`src/rtl/max6675_pkg.sv`:
```
// -----------------------------------------------------------------------------
// max6675_pkg
// Shared definitions for the MAX6675 emulator: frame geometry, field positions,
// default conversion length, FSM state encodings and the frame builder.
// No ports (package).
// -----------------------------------------------------------------------------
package max6675_pkg;

    localparam int FRAME_BITS          = 16;
    localparam int TEMP_BITS           = 12;
    localparam int RESULT_BITS         = TEMP_BITS + 1;   // {temp_code, tc_open}

    // Frame field positions (MSB first on the wire). Bit 15 is the dummy sign
    // bit, bit 1 the device ID and bit 0 is always 0.
    localparam int TEMP_MSB            = 14;
    localparam int TEMP_LSB            = 3;
    localparam int OPEN_BIT            = 2;

    // 220 ms at 100 MHz, matching the real converter.
    localparam int DEFAULT_CONV_CYCLES = 22_000_000;

    // Conversion FSM states
    localparam logic [0:0] CONV_IDLE_CS_LOW = 1'b0;
    localparam logic [0:0] CONV_CONVERTING  = 1'b1;

    // Shift FSM states
    localparam logic [1:0] SHIFT_IDLE  = 2'd0;
    localparam logic [1:0] SHIFT_SHIFT = 2'd1;
    localparam logic [1:0] SHIFT_DONE  = 2'd2;

    // Build the 16-bit wire frame from a latched {temp_code, tc_open} result.
    function automatic logic [FRAME_BITS-1:0] build_frame(
        input logic [RESULT_BITS-1:0] result
    );
        logic [FRAME_BITS-1:0] frame;
        frame                    = 16'h0000;
        frame[TEMP_MSB:TEMP_LSB] = result[RESULT_BITS-1:1];
        frame[OPEN_BIT]          = result[0];
        return frame;
    endfunction

endpackage

```
`src/rtl/max6675_edge_sync.sv`:
```
// -----------------------------------------------------------------------------
// edge_sync
// Brings an asynchronous input into the clk domain through a SYNC_STAGES-deep
// flip-flop chain and flags every change of the synchronised level.
// Ports:
//   clk      in  system clock
//   reset    in  synchronous active-high reset (chain and history cleared to 0)
//   async_in in  asynchronous input
//   level    out synchronised level
//   changed  out one-cycle pulse when the synchronised level changes
// The consumer derives rise/fall as changed & level / changed & ~level.
// -----------------------------------------------------------------------------
module edge_sync #(
    parameter int SYNC_STAGES = 2
) (
    input  logic clk,
    input  logic reset,
    input  logic async_in,
    output logic level,
    output logic changed
);

    logic [SYNC_STAGES-1:0] sync_r;
    logic                   prev_r;

    // Synchroniser chain plus one stage of history for change detection.
    always_ff @(posedge clk) begin
        if (reset) begin
            sync_r <= {SYNC_STAGES{1'b0}};
            prev_r <= 1'b0;
        end else begin
            sync_r <= {sync_r[SYNC_STAGES-2:0], async_in};
            prev_r <= sync_r[SYNC_STAGES-1];
        end
    end

    assign level   = sync_r[SYNC_STAGES-1];
    assign changed = sync_r[SYNC_STAGES-1] ^ prev_r;

endmodule

```
`src/rtl/max6675_emulator.sv`:
```
// -----------------------------------------------------------------------------
// max6675_emulator
// SPI mode-0 responder emulating a MAX6675 thermocouple converter. While CS is
// high a conversion free-runs and latches {i_temp_code, i_tc_open} at the end
// of each conversion period; pulling CS low aborts the running conversion and
// serves the last latched result as a 16-bit frame, MSB first, shifted on SCK
// falling edges.
// Ports:
//   i_clk        in  system clock
//   i_reset      in  synchronous active-high reset
//   i_temp_code  in  12-bit temperature code, sampled at conversion end
//   i_tc_open    in  open-thermocouple flag, sampled with i_temp_code
//   i_CS         in  chip select, active low, asynchronous
//   i_SPI_CLK    in  SCK, idle low, asynchronous
//   o_SPI_MISO   out serial data to the master
//   o_MISO_OE    out output enable for MISO (1 while a frame window is open)
//   o_conv_busy  out 1 while a conversion is running
//   o_frame_done out one-cycle pulse after the 16th bit has been shifted out
// -----------------------------------------------------------------------------
module max6675_emulator
    import max6675_pkg::*;
#(
    parameter int CONV_CYCLES = DEFAULT_CONV_CYCLES,
    parameter int SYNC_STAGES = 2
) (
    input  logic        i_clk,
    input  logic        i_reset,
    input  logic [11:0] i_temp_code,
    input  logic        i_tc_open,
    input  logic        i_CS,
    input  logic        i_SPI_CLK,
    output logic        o_SPI_MISO,
    output logic        o_MISO_OE,
    output logic        o_conv_busy,
    output logic        o_frame_done
);

    localparam int              CNT_W    = (CONV_CYCLES > 1) ? $clog2(CONV_CYCLES) : 1;
    localparam logic [CNT_W-1:0] CNT_LAST = CNT_W'(CONV_CYCLES - 1);

    // Synchronised control inputs
    logic cs_level_s;
    logic cs_changed_s;
    logic sck_level_s;
    logic sck_changed_s;
    logic cs_rise_s;
    logic cs_fall_s;
    logic sck_fall_s;

    // Conversion side
    logic [0:0]             conv_state_r;
    logic [CNT_W-1:0]       conv_cnt_r;
    logic [RESULT_BITS-1:0] result_r;
    logic                   conv_busy_r;
    logic                   conv_done_s;
    logic [RESULT_BITS-1:0] serve_result_s;

    // Shift side
    logic [1:0]            shift_state_r;
    logic [FRAME_BITS-1:0] shift_r;
    logic [4:0]            bit_cnt_r;
    logic                  miso_oe_r;
    logic                  frame_done_r;

    edge_sync #(.SYNC_STAGES(SYNC_STAGES)) u_cs_sync (
        .clk      (i_clk),
        .reset    (i_reset),
        .async_in (i_CS),
        .level    (cs_level_s),
        .changed  (cs_changed_s)
    );

    edge_sync #(.SYNC_STAGES(SYNC_STAGES)) u_sck_sync (
        .clk      (i_clk),
        .reset    (i_reset),
        .async_in (i_SPI_CLK),
        .level    (sck_level_s),
        .changed  (sck_changed_s)
    );

    assign cs_rise_s  = cs_changed_s & cs_level_s;
    assign cs_fall_s  = cs_changed_s & ~cs_level_s;
    assign sck_fall_s = sck_changed_s & ~sck_level_s;

    // End-of-conversion detect; a completion coinciding with the CS fall must
    // be the value that gets served, so the frame loader sees it directly.
    always_comb begin
        conv_done_s    = 1'b0;
        serve_result_s = result_r;
        if ((conv_state_r == CONV_CONVERTING) && (conv_cnt_r == CNT_LAST)) begin
            conv_done_s    = 1'b1;
            serve_result_s = {i_temp_code, i_tc_open};
        end else begin
            conv_done_s    = 1'b0;
            serve_result_s = result_r;
        end
    end

    // Conversion FSM: free-running conversions while CS is high, abort on CS low.
    always_ff @(posedge i_clk) begin
        if (i_reset) begin
            conv_state_r <= CONV_IDLE_CS_LOW;
            conv_cnt_r   <= {CNT_W{1'b0}};
            result_r     <= {RESULT_BITS{1'b0}};
            conv_busy_r  <= 1'b0;
        end else begin
            case (conv_state_r)
                CONV_IDLE_CS_LOW: begin
                    conv_cnt_r <= {CNT_W{1'b0}};
                    if (cs_level_s) begin
                        conv_state_r <= CONV_CONVERTING;
                        conv_busy_r  <= 1'b1;
                    end else begin
                        conv_state_r <= CONV_IDLE_CS_LOW;
                        conv_busy_r  <= 1'b0;
                    end
                end
                CONV_CONVERTING: begin
                    if (conv_done_s) begin
                        // Completion wins over a simultaneous CS fall.
                        result_r   <= serve_result_s;
                        conv_cnt_r <= {CNT_W{1'b0}};
                        if (!cs_level_s) begin
                            conv_state_r <= CONV_IDLE_CS_LOW;
                            conv_busy_r  <= 1'b0;
                        end else begin
                            conv_state_r <= CONV_CONVERTING;
                            conv_busy_r  <= 1'b1;
                        end
                    end else if (!cs_level_s) begin
                        // Abort: old result stays valid.
                        conv_state_r <= CONV_IDLE_CS_LOW;
                        conv_cnt_r   <= {CNT_W{1'b0}};
                        conv_busy_r  <= 1'b0;
                    end else begin
                        conv_cnt_r  <= conv_cnt_r + {{(CNT_W-1){1'b0}}, 1'b1};
                        conv_busy_r <= 1'b1;
                    end
                end
                default: begin
                    conv_state_r <= CONV_IDLE_CS_LOW;
                    conv_cnt_r   <= {CNT_W{1'b0}};
                    conv_busy_r  <= 1'b0;
                end
            endcase
        end
    end

    // Shift FSM: load on CS fall, shift on SCK fall, drop everything on CS rise.
    always_ff @(posedge i_clk) begin
        if (i_reset) begin
            shift_state_r <= SHIFT_IDLE;
            shift_r       <= {FRAME_BITS{1'b0}};
            bit_cnt_r     <= 5'd0;
            miso_oe_r     <= 1'b0;
            frame_done_r  <= 1'b0;
        end else begin
            frame_done_r <= 1'b0;
            if (cs_rise_s) begin
                shift_state_r <= SHIFT_IDLE;
                shift_r       <= {FRAME_BITS{1'b0}};
                bit_cnt_r     <= 5'd0;
                miso_oe_r     <= 1'b0;
            end else begin
                case (shift_state_r)
                    SHIFT_IDLE: begin
                        if (cs_fall_s) begin
                            shift_r       <= build_frame(serve_result_s);
                            bit_cnt_r     <= 5'd0;
                            miso_oe_r     <= 1'b1;
                            shift_state_r <= SHIFT_SHIFT;
                        end else begin
                            miso_oe_r     <= 1'b0;
                        end
                    end
                    SHIFT_SHIFT: begin
                        if (sck_fall_s) begin
                            // Zero-fill so MISO reads 0 once the frame is out.
                            shift_r   <= {shift_r[FRAME_BITS-2:0], 1'b0};
                            bit_cnt_r <= bit_cnt_r + 5'd1;
                            if (bit_cnt_r == 5'd15) begin
                                frame_done_r  <= 1'b1;
                                shift_state_r <= SHIFT_DONE;
                            end else begin
                                shift_state_r <= SHIFT_SHIFT;
                            end
                        end else begin
                            shift_state_r <= SHIFT_SHIFT;
                        end
                    end
                    SHIFT_DONE: begin
                        shift_state_r <= SHIFT_DONE;
                    end
                    default: begin
                        shift_state_r <= SHIFT_IDLE;
                        shift_r       <= {FRAME_BITS{1'b0}};
                        bit_cnt_r     <= 5'd0;
                        miso_oe_r     <= 1'b0;
                    end
                endcase
            end
        end
    end

    assign o_SPI_MISO   = shift_r[FRAME_BITS-1];
    assign o_MISO_OE    = miso_oe_r;
    assign o_conv_busy  = conv_busy_r;
    assign o_frame_done = frame_done_r;

endmodule

```
`config.mk`:
```
export PLATFORM = sky130hd
export DESIGN_NAME = max6675_emulator
export DESIGN_NICKNAME = d
export VERILOG_FILES = /design/src/rtl/max6675_pkg.sv /design/src/rtl/max6675_edge_sync.sv /design/src/rtl/max6675_emulator.sv
export SDC_FILE = /design/constraint.sdc
export NUM_CORES = 1
export LEC_CHECK = 0
export CORE_ASPECT_RATIO = 1.4
export CORE_MARGIN = 2
export CORE_UTILIZATION = 53
export DETAILED_ROUTE_END_ITERATION = 10
export PLACE_DENSITY = 0.83
export SLEW_MARGIN = 20
export SYNTH_ARGS = -nofsm -noshare
export SYNTH_HDL_FRONTEND = slang
export SYNTH_SLANG_ARGS = --single-unit
```
`constraint.sdc`:
```
create_clock -name i_clk -period 2 [get_ports i_clk]
set_clock_uncertainty 0.05 [all_clocks]
set_input_delay 0.2 -clock i_clk [delete_from_list [all_inputs] [get_ports i_clk]]
set_output_delay 0.2 -clock i_clk [all_outputs]
set_load 0.01 [all_outputs]
```
Word-level counts from Yosys, hierarchy flattened
Index checks and enable logic that the tools add are counted.

word-level totals
  register bits after elaboration = 70
  input bits = 17
  output and inout port bits = 4

operators by class
  add/sub/neg operators = 2
  equal/unequal tests = 6
  multiplexer cells = 19
  bitwise logic cells = 11
  reduce and logical (&&, ||, !) cells = 7

operators with widths
  cell                                                 count
  two-way mux 25 bit                                   2
  case mux 25 bit (2 select lines)                     1
  case mux 16 bit (3 select lines)                     1
  two-way mux 16 bit                                   2
  adder 25 x 1 -> 25 bit, second input constant        1
  equality test 25 bit, second input constant          1
  case mux 5 bit (3 select lines)                      1
  two-way mux 13 bit                                   1
  two-way mux 5 bit                                    2
  two-way mux 2 bit                                    3
  inverter 1 bit                                       6
  case mux 2 bit (3 select lines)                      1
  adder 5 x 1 -> 5 bit, second input constant          1
  equality test 5 x 4 -> 1 bit, second input constant  1
  two-way mux 1 bit                                    4
  != test 2 bit, second input constant                 2
  OR reduction 2 bit                                   2
  OR reduction 4 bit                                   1
  AND 1 bit                                            3
  AND reduction 3 bit                                  1
  equality test 2 x 1 -> 1 bit, second input constant  1
  equality test 2 bit, second input constant           1
  zero test 2 bit                                      1
  case mux 1 bit (2 select lines)                      1
  3 further kinds                                      4

Longest topological paths before layout
Gate-level depths: netlist (run 1).

  depth after elaboration = 5
  depth in mapped cells = 8
  mapped depth without buffers = 7

Cells and area by module
A second synthesis (run 1) with hierarchy kept.

second synthesis, totals
  cells, all modules = 308
  area, all modules = 2,925.3 µm²

by module, submodules not included
  module            instances  cells an instance  area an instance (µm²)  sequential area each (µm²)
  max6675_emulator  1          294                2,750.1                 1,241.2
  edge_sync         2          7                  87.6                    60.1

Worst setup path after synthesis (run 1)
OpenSTA, ideal clock, no wires.

  kind = register -> register
  start point = register conv_cnt_r[0]
  end point = register conv_cnt_r[24]
  library setup time = 0.070 ns
  arrival time = 1.997 ns
  path slack = -0.117 ns
  stages on the path, launching flop included = 7
  buffers on the path = 1
  path through = dfxtp_1 ha_1 nand4_1 or4_1 clkbuf_1 or4_1 a21oi_1

between the ends
  longest elaborated chain between the ends = 5
  elaborated cells between the ends (all ways) = 7
  classes of those cells = add/sub (1); eq/ne (1); mux (4); reduce/logical (1)

RTL lines
  element                                                                         line                     source
  start, declared                                                                 max6675_emulator.sv:52   logic [CNT_W-1:0] conv_cnt_r;
  start signal, assigned                                                          max6675_emulator.sv:103  conv_cnt_r <= {CNT_W{1'b0}};
  start signal, assigned                                                          max6675_emulator.sv:109  conv_cnt_r <= {CNT_W{1'b0}};
  start signal, assigned                                                          max6675_emulator.sv:122  conv_cnt_r <= {CNT_W{1'b0}};
  parallel branches: the longest is 3 deep, another holds adder 25 x 1 -> 25 bit  --
  two-way mux 25 bit *                                                            max6675_emulator.sv:119  if (conv_done_s) begin
  case mux 25 bit (2 select lines) *                                              max6675_emulator.sv:107  case (conv_state_r)

Mark *: on every way between the ends.
A chain may end at the register's enable or synchronous reset.

Worst setup path in the final report (run 1)
  start point = register conv_cnt_r[7]
  end point = register conv_cnt_r[18]

The elaborated chain is that of the path after synthesis.

==> impl_metrics.json, run 1 <==
{
  "synth.cell_area_mm2": 0.00325,
  "setup_repair_after_global_routing_missed_its_margin": "yes",
  "synthesis_stage_register_bit_count": 67,
  "synthesis.area_per_instance_um2": 8.68,
  "violations": "negative setup slack",
  "routed-via-count": 2944,
  "power.density_cell_area_mw_per_mm2": 668,
  "fin_cells": 488,
  "clock_sink_count": 67,
  "hold_path_stages": 2,
  "layout.core_utilization": 0.675,
  "arrival_time_of_the_worst_setup_path_ns": 2.20,
  "power.static_leakage_nw": 1.24,
  "slew_headroom": 0.629,
  "initialDrtViolationCount": 246,
  "antenna_cells": 0,
  "synth_enable_flop_cells": 0,
  "grt_max_degree": 27,
  "port-buffer-count": 20,
  "post-route-drc-count": 0,
  "boundaryPins": 21,
  "grt_usage": 0.232,
  "std_cell_rows": 33,
  "via_per_inst": 6.03,
  "crit_type": "reg -> reg",
  "first_pass_grt_wire_length_um": 12500,
  "flow.area_growth_from_synthesis_pct": 22.8,
  "critical_path.max_fanout": 25,
  "fillerInstances": 471,
  "place_congestion": 0.830,
  "synth_cells": 374,
  "yosys.area.top_type": "sky130_fd_sc_hd__dfxtp_1",
  "cts.hold.buffers_added": 0,
  "cts-htree-levels": 3,
  "final_antenna_net_count": 0,
  "rr_worst_depth": 6,
  "clk_pin_slew_worst_paths_ns": 0.08,
  "rr_endpoint": "conv_cnt_r[18]",
  "fp.coreArea_mm2": 0.00590,
  "synth_top_area_share": 0.413,
  "r2r-start": "conv_cnt_r[7]",
  "synth.yosys.seq_area_share": 0.413,
  "slew_at_the_pin_closest_to_its_max_slew_limit_ns": 0.556,
  "post_route_cells_drive_above_1_share": 0.179,
  "place.detailed.hpwl_um": 5140,
  "grt_antenna_before_repair": 0,
  "setup.reg_to_reg.worst_slack_ns": -0.03,
  "min_path_type": "in -> reg",
  "clk_path_buf_depth": 2,
  "setup_viol": 13,
  "cts_setup_buffers": 0,
  "worst_setup_path_startpoint": "conv_cnt_r[7]",
  "timing.critical_path.required_ns": 2.17,
  "worstSetupStartpointType": "flop",
  "hold_end": "u_cs_sync.sync_r[0]",
  "finalNetCount": 437,
  "worst_slack_ns": -0.0312,
  "timing.hold.worst.start": "i_CS",
  "dieArea_mm2": 0.00677,
  "start_util": 0.550,
  "clock_tree_from_tritoncts": "yes",
  "yosys-top-cells-area": "sky130_fd_sc_hd__dfxtp_1 (41%), sky130_fd_sc_hd__a21oi_1 (4.9%), sky130_fd_sc_hd__nand3_1 (4.2%)",
  "synth_ff_type": "sky130_fd_sc_hd__dfxtp_1",
  "wl_um": 7740,
  "routed_length_per_placed_instance_um": 15.9,
  "horizontal_extent_of_the_die_um": 70.1,
  "syn-num-nets": 398,
  "place.detailed.instances": 471,
  "cts_root_buffer": "sky130_fd_sc_hd__clkbuf_8",
  "ir_drop_uv": 362,
  "synth.top_cells.by_count": "sky130_fd_sc_hd__dfxtp_1 (67), sky130_fd_sc_hd__a21oi_1 (32), sky130_fd_sc_hd__nand2_1 (28)",
  "global_route_congestion_overflow_total": 0,
  "worstSetupEndpointType": "flop",
  "yosys_warnings": 0,
  "drt_pass1_iterations": 5,
  "min_period_over_period": 1.02,
  "insertion_delay_ns": 0.36,
  "async_reset_ff_frac": 0,
  "finalHoldViolations": 0,
  "netlist-cell-type-count": 47,
  "status": "finished with violations",
  "timing.final.max_slew_violations": 0,
  "tritoncts.num_buffers": 9,
  "vias_in_the_first_global_route": 2817,
  "yosys.cell_count.top_type": "sky130_fd_sc_hd__dfxtp_1",
  "final.min_clock_period_ns": 2.03,
  "max_freq_ghz": 0.492,
  "drv.max_cap_violation_count": 0,
  "chip_height_um": 96.6
}
-- through the flow --
stage	TNS (ns)	cell area [um^2]	worst slack [ns]	total power [mW]	hold WS, ns
global placement	0	3730	0.0277	1.54	0.378
finish	-0.114	3990	-0.0312	2.66	0.361
CTS	-0.0163	3950	-0.00765	2.67	0.353
global route	-1.50	3990	-0.0820	2.74	0.381
floorplan	-0.000215	3290	-0.000215	1.47	0.229
detailed placement	-0.0968	3730	-0.0291	1.54	0.390
-- repair_timing --
action | in CTS | in global routing
setup endpoints to repair | 35 | 51
pin swaps | 0 | 3
cloned | 0 | 1
resized for setup | 5 | 21
-- final cells by class --
| class | count | area (um^2) | area share |
|---|---|---|---|
| repair buffers | 53 | 497 | 0.125 |
| multi-input cells | 273 | 1820 | 0.456 |
| well taps | 70 | 87.6 | 0.0220 |
| flip-flops and latches | 67 | 1350 | 0.338 |
| clock buffers | 9 | 124 | 0.0311 |
| inverters | 9 | 33.8 | 0.00847 |
| clock inverters | 7 | 76.3 | 0.0191 |
-- critical path: stages (launching register included) --
cell and delay, ns:
sky130_fd_sc_hd__dfxtp_2 0.33, sky130_fd_sc_hd__or4b_4 0.54, sky130_fd_sc_hd__or4_4 0.45, sky130_fd_sc_hd__buf_6 0.14
sky130_fd_sc_hd__o21ai_4 0.14, sky130_fd_sc_hd__buf_12 0.19, sky130_fd_sc_hd__a21oi_1 0.07
-- cell usage in the layout (no fill, tap or decap), types with 4 or more instances in the layout --
cell type and count:
sky130_fd_sc_hd__clkbuf_8 9, sky130_fd_sc_hd__o21ai_0 7, sky130_fd_sc_hd__nand2_1 28, sky130_fd_sc_hd__nor2_1 22
sky130_fd_sc_hd__o31ai_1 7, sky130_fd_sc_hd__nor2b_1 8, sky130_fd_sc_hd__nand3_1 27, sky130_fd_sc_hd__o21ai_1 10
sky130_fd_sc_hd__ha_1 5, sky130_fd_sc_hd__o211ai_1 13, sky130_fd_sc_hd__nand3b_1 4, sky130_fd_sc_hd__and2_1 14
sky130_fd_sc_hd__or4_4 5, sky130_fd_sc_hd__dfxtp_1 61, sky130_fd_sc_hd__mux2i_1 12, sky130_fd_sc_hd__buf_4 27
sky130_fd_sc_hd__a21oi_1 30, sky130_fd_sc_hd__nor3_1 4, sky130_fd_sc_hd__nand4_1 7, sky130_fd_sc_hd__dfxtp_2 6
sky130_fd_sc_hd__or4_1 7, sky130_fd_sc_hd__o221ai_1 12, sky130_fd_sc_hd__xnor2_1 11, sky130_fd_sc_hd__inv_1 9
sky130_fd_sc_hd__clkdlybuf4s50_1 20
-- report_power, final --
group	internal, mW	switching, mW	leakage [nW]
clock	0.581	0.568	0.0958
combinational	0.0817	0.0868	0.604
sequential	1.34	0.00671	0.544
-- how the worst max path moves through the flow --
stage | slack, ns | to | cells past startpoint
after CTS | -0.008 | conv_cnt_r[19] | 6
after global placement | 0.03 | shift_r[13] | 5
final | -0.03 | conv_cnt_r[18] | 6
after global routing | -0.08 | shift_r[13] | 5
after floorplan | -0.0002 | shift_r[2] | 7
after detailed placement | -0.03 | conv_cnt_r[21] | 4
-- sequential cells by signal (all words and copies together), names as in the netlist --
| register | flops |
|---|---|
| u_sck_sync.sync_r | 2 |
| u_sck_sync.prev_r | 1 |
| u_cs_sync.sync_r | 2 |
| bit_cnt_r | 5 |
| o_conv_busy | 1 |
| o_MISO_OE | 1 |
| result_r | 13 |
| shift_state_r | 2 |
| o_frame_done | 1 |
| conv_cnt_r | 25 |
| shift_r | 14 |
-- metal layers --
| layer | routed length [um] | GRT usage | up-vias |
|---|---|---|---|
| met5 | 0 | 0 | - |
| met1 | 3230 | 0.256 | 1393 |
| li1 | - | - | 1454 |
| met3 | 352 | 0.0394 | 13 |
| met2 | 4030 | 0.417 | 84 |
| met4 | 130 | 0.141 | 0 |
-- kinds of logic after synthesis --
logic type | share of synthesized area
adders and majority gates | 0.0270
muxes | 0.0370
and+or+nand+nor | 0.262
xor gates and xnor gates | 0.0351
AOI/OAI and AO/OA | 0.177
buffers and inverters | 0.0490
DFF | 0.413
No activity file was read; power rests on OpenSTA's default activity.
==> run 2: changes to the inputs <==
--- a/config.mk
+++ b/config.mk
@@ -8,6 +8,7 @@
 export CORE_ASPECT_RATIO = 1.4
 export CORE_MARGIN = 2
 export CORE_UTILIZATION = 53
+export CTS_BUF_LIST = sky130_fd_sc_hd__clkbuf_4 sky130_fd_sc_hd__clkbuf_8 sky130_fd_sc_hd__clkbuf_16
 export DETAILED_ROUTE_END_ITERATION = 10
 export PLACE_DENSITY = 0.83
 export SLEW_MARGIN = 20
==> results of run 2 <==
The final DEF is identical to that of run 1; final timing and power are the same.
==> run 3: changes to the inputs <==
--- a/config.mk
+++ b/config.mk
@@ -5,13 +5,12 @@
 export SDC_FILE = /design/constraint.sdc
 export NUM_CORES = 1
 export LEC_CHECK = 0
-export CORE_ASPECT_RATIO = 1.4
+export CORE_ASPECT_RATIO = 1.5
 export CORE_MARGIN = 2
 export CORE_UTILIZATION = 53
 export CTS_BUF_LIST = sky130_fd_sc_hd__clkbuf_4 sky130_fd_sc_hd__clkbuf_8 sky130_fd_sc_hd__clkbuf_16
 export DETAILED_ROUTE_END_ITERATION = 10
 export PLACE_DENSITY = 0.83
-export SLEW_MARGIN = 20
 export SYNTH_ARGS = -nofsm -noshare
 export SYNTH_HDL_FRONTEND = slang
 export SYNTH_SLANG_ARGS = --single-unit
==> impl_metrics.json, run 3 (synthesis gave the netlist of run 1 again) <==
{
  "final_antenna_net_count": 0,
  "port-buffer-count": 20,
  "min_path_type": "in -> reg",
  "layout.cells.most_common_list": "sky130_fd_sc_hd__dfxtp_1 (62), sky130_fd_sc_hd__buf_4 (32), sky130_fd_sc_hd__a21oi_1 (29)",
  "min_period_over_period": 1.02,
  "number_of_flip_flops_under_the_largest_register_name": 25,
  "clk_path_buf_depth": 2,
  "violations": "negative setup slack",
  "power_switching_uw": 622,
  "grt_usage": 0.223,
  "power.density_cell_area_mw_per_mm2": 657,
  "worstSetupEndpointType": "flop",
  "cts_root_buffer": "sky130_fd_sc_hd__clkbuf_8",
  "clock_tree_from_tritoncts": "yes",
  "std_cell_rows": 34,
  "pwr-share-comb": 0.062,
  "worstSetupStartpointType": "flop",
  "start_util": 0.553,
  "timing.final.max_slew_violations": 0,
  "pre_cts_ws_ns": -0.105,
  "arrival_time_of_the_worst_setup_path_ns": 2.20,
  "post-layout-total-power_mw": 2.65,
  "sequentialPowerShare": 0.508,
  "clock_sink_count": 67,
  "initialDrtViolationCount": 205,
  "vias_in_the_first_global_route": 2775,
  "status": "finished with violations",
  "largest-register": "conv_cnt_r",
  "finalNetCount": 442,
  "slew_at_the_pin_closest_to_its_max_slew_limit_ns": 0.554,
  "dieArea_mm2": 0.00678,
  "timing.critical_path.required_ns": 2.17,
  "post-route-drc-count": 0,
  "drv.max_cap_violation_count": 0,
  "ir_drop_uv": 393,
  "boundaryPins": 21,
  "wl_um": 7190,
  "max_freq_ghz": 0.492,
  "grt_max_degree": 27,
  "slew_headroom": 0.625,
  "cts-htree-levels": 3,
  "power.static_leakage_nw": 1.26,
  "post_route_cells_drive_above_1_share": 0.191,
  "tns_ns": -0.0595,
  "final.min_clock_period_ns": 2.03,
  "power_switching_share": 0.235,
  "worst_slack_ns": -0.0324,
  "layout.core_utilization": 0.687,
  "horizontal_extent_of_the_die_um": 67.9,
  "p_int_mw": 2.03,
  "finalHoldViolations": 0,
  "flow.area_growth_from_synthesis_pct": 24.3,
  "critical_path.max_fanout": 12,
  "place.detailed.hpwl_um": 5110,
  "setup_viol": 3,
  "setup_repair_after_global_routing_missed_its_margin": "yes",
  "routed-via-count": 2958,
  "grt_antenna_before_repair": 0,
  "crit_type": "reg -> reg",
  "reg_top3": "conv_cnt_r x25, shift_r x14, result_r x13",
  "cts.hold.buffers_added": 0,
  "via_per_inst": 5.98,
  "global_route_congestion_overflow_total": 0,
  "clk_pin_slew_worst_paths_ns": 0.07,
  "first_pass_grt_wire_length_um": 11700,
  "routed_length_per_placed_instance_um": 14.5,
  "drt_pass1_iterations": 5,
  "chip_height_um": 99.8,
  "fp.coreArea_mm2": 0.00587,
  "power_frac_clock": 0.429,
  "final_common_cell": "sky130_fd_sc_hd__dfxtp_1",
  "insertion_delay_ns": 0.36,
  "place_congestion": 0.853,
  "antenna_cells": 0,
  "tritoncts.num_buffers": 9
}
run 3: cell count changes in the layout (fill, tap and decap cells not counted), moves of 2 or more:
cell and change:
sky130_fd_sc_hd__clkinv_4 -2, sky130_fd_sc_hd__o21ai_1 -8, sky130_fd_sc_hd__buf_4 +5, sky130_fd_sc_hd__or4_1 -2, sky130_fd_sc_hd__clkinvlp_4 +2, sky130_fd_sc_hd__o21ai_0 +9
run 3: repair_timing:
item                                   in CTS  in global routing
gates resized for setup                     3                 14
pin swaps                                   0                  8
setup endpoints to repair                  16                 29
gates cloned                                0                  0
endpoints found under the hold margin       0                  0
setup buffers                               0                  4
run 3: final cells by class:
cell class                 instances  area (um^2)
tap                               72         90.1
clock inverter                     6         65.1
sequential                        67         1350
inverter                           9         33.8
multi-input combinational        272         1810
clock buffer                      10          138
timing repair buffer              59          546
fill                             461         1840
run 3: worst max-delay path, stage by stage, from the launching register on:
cell and delay, ns:
sky130_fd_sc_hd__dfxtp_2 0.33, sky130_fd_sc_hd__or4b_4 0.53, sky130_fd_sc_hd__or4_4 0.47, sky130_fd_sc_hd__buf_6 0.17, sky130_fd_sc_hd__o211ai_1 0.19, sky130_fd_sc_hd__o221ai_1 0.15
run 3: metrics by stage:
step	hold WS, ns	instance area [um^2]	cells
2_1_floorplan	0.229	3290	374
3_3_place_gp	0.368	3750	475
3_5_place_dp	0.377	3750	475
4_1_cts	0.344	3960	491
5_1_grt	0.337	4030	495
6_report	0.354	4030	495
run 3: final timing paths:
| kind | start | to | slack, ns | depth (start not counted) |
|---|---|---|---|---|
| setup / recovery | conv_cnt_r[7] | shift_r[5] | -0.03 | 5 |
| hold / removal | i_CS | u_cs_sync.sync_r[0] | 0.35 | 2 |
| setup reg to reg | conv_cnt_r[7] | shift_r[5] | -0.03 | 5 |
| hold reg to reg | u_sck_sync.sync_r[0] | u_sck_sync.sync_r[1] | 0.40 | 1 |
run 3: power groups by stage:
stage               Clock, mW  Sequential (mW)  Combinational [mW]
detailed placement          0             1.38               0.166
finish                   1.14             1.35               0.166
global route             1.22             1.35               0.177
CTS                      1.16             1.35               0.167
floorplan                   0             1.38              0.0896
global placement            0             1.38               0.162
run 3: per-layer routing:
| metal | track usage | vias to the layer above | wire length (um) |
|---|---|---|---|
| li1 | - | 1468 | - |
| met1 | 0.235 | 1420 | 2770 |
| met2 | 0.408 | 60 | 4020 |
| met3 | 0.0572 | 10 | 285 |
| met4 | 0.0862 | 0 | 124 |
| met5 | 0 | - | 0 |
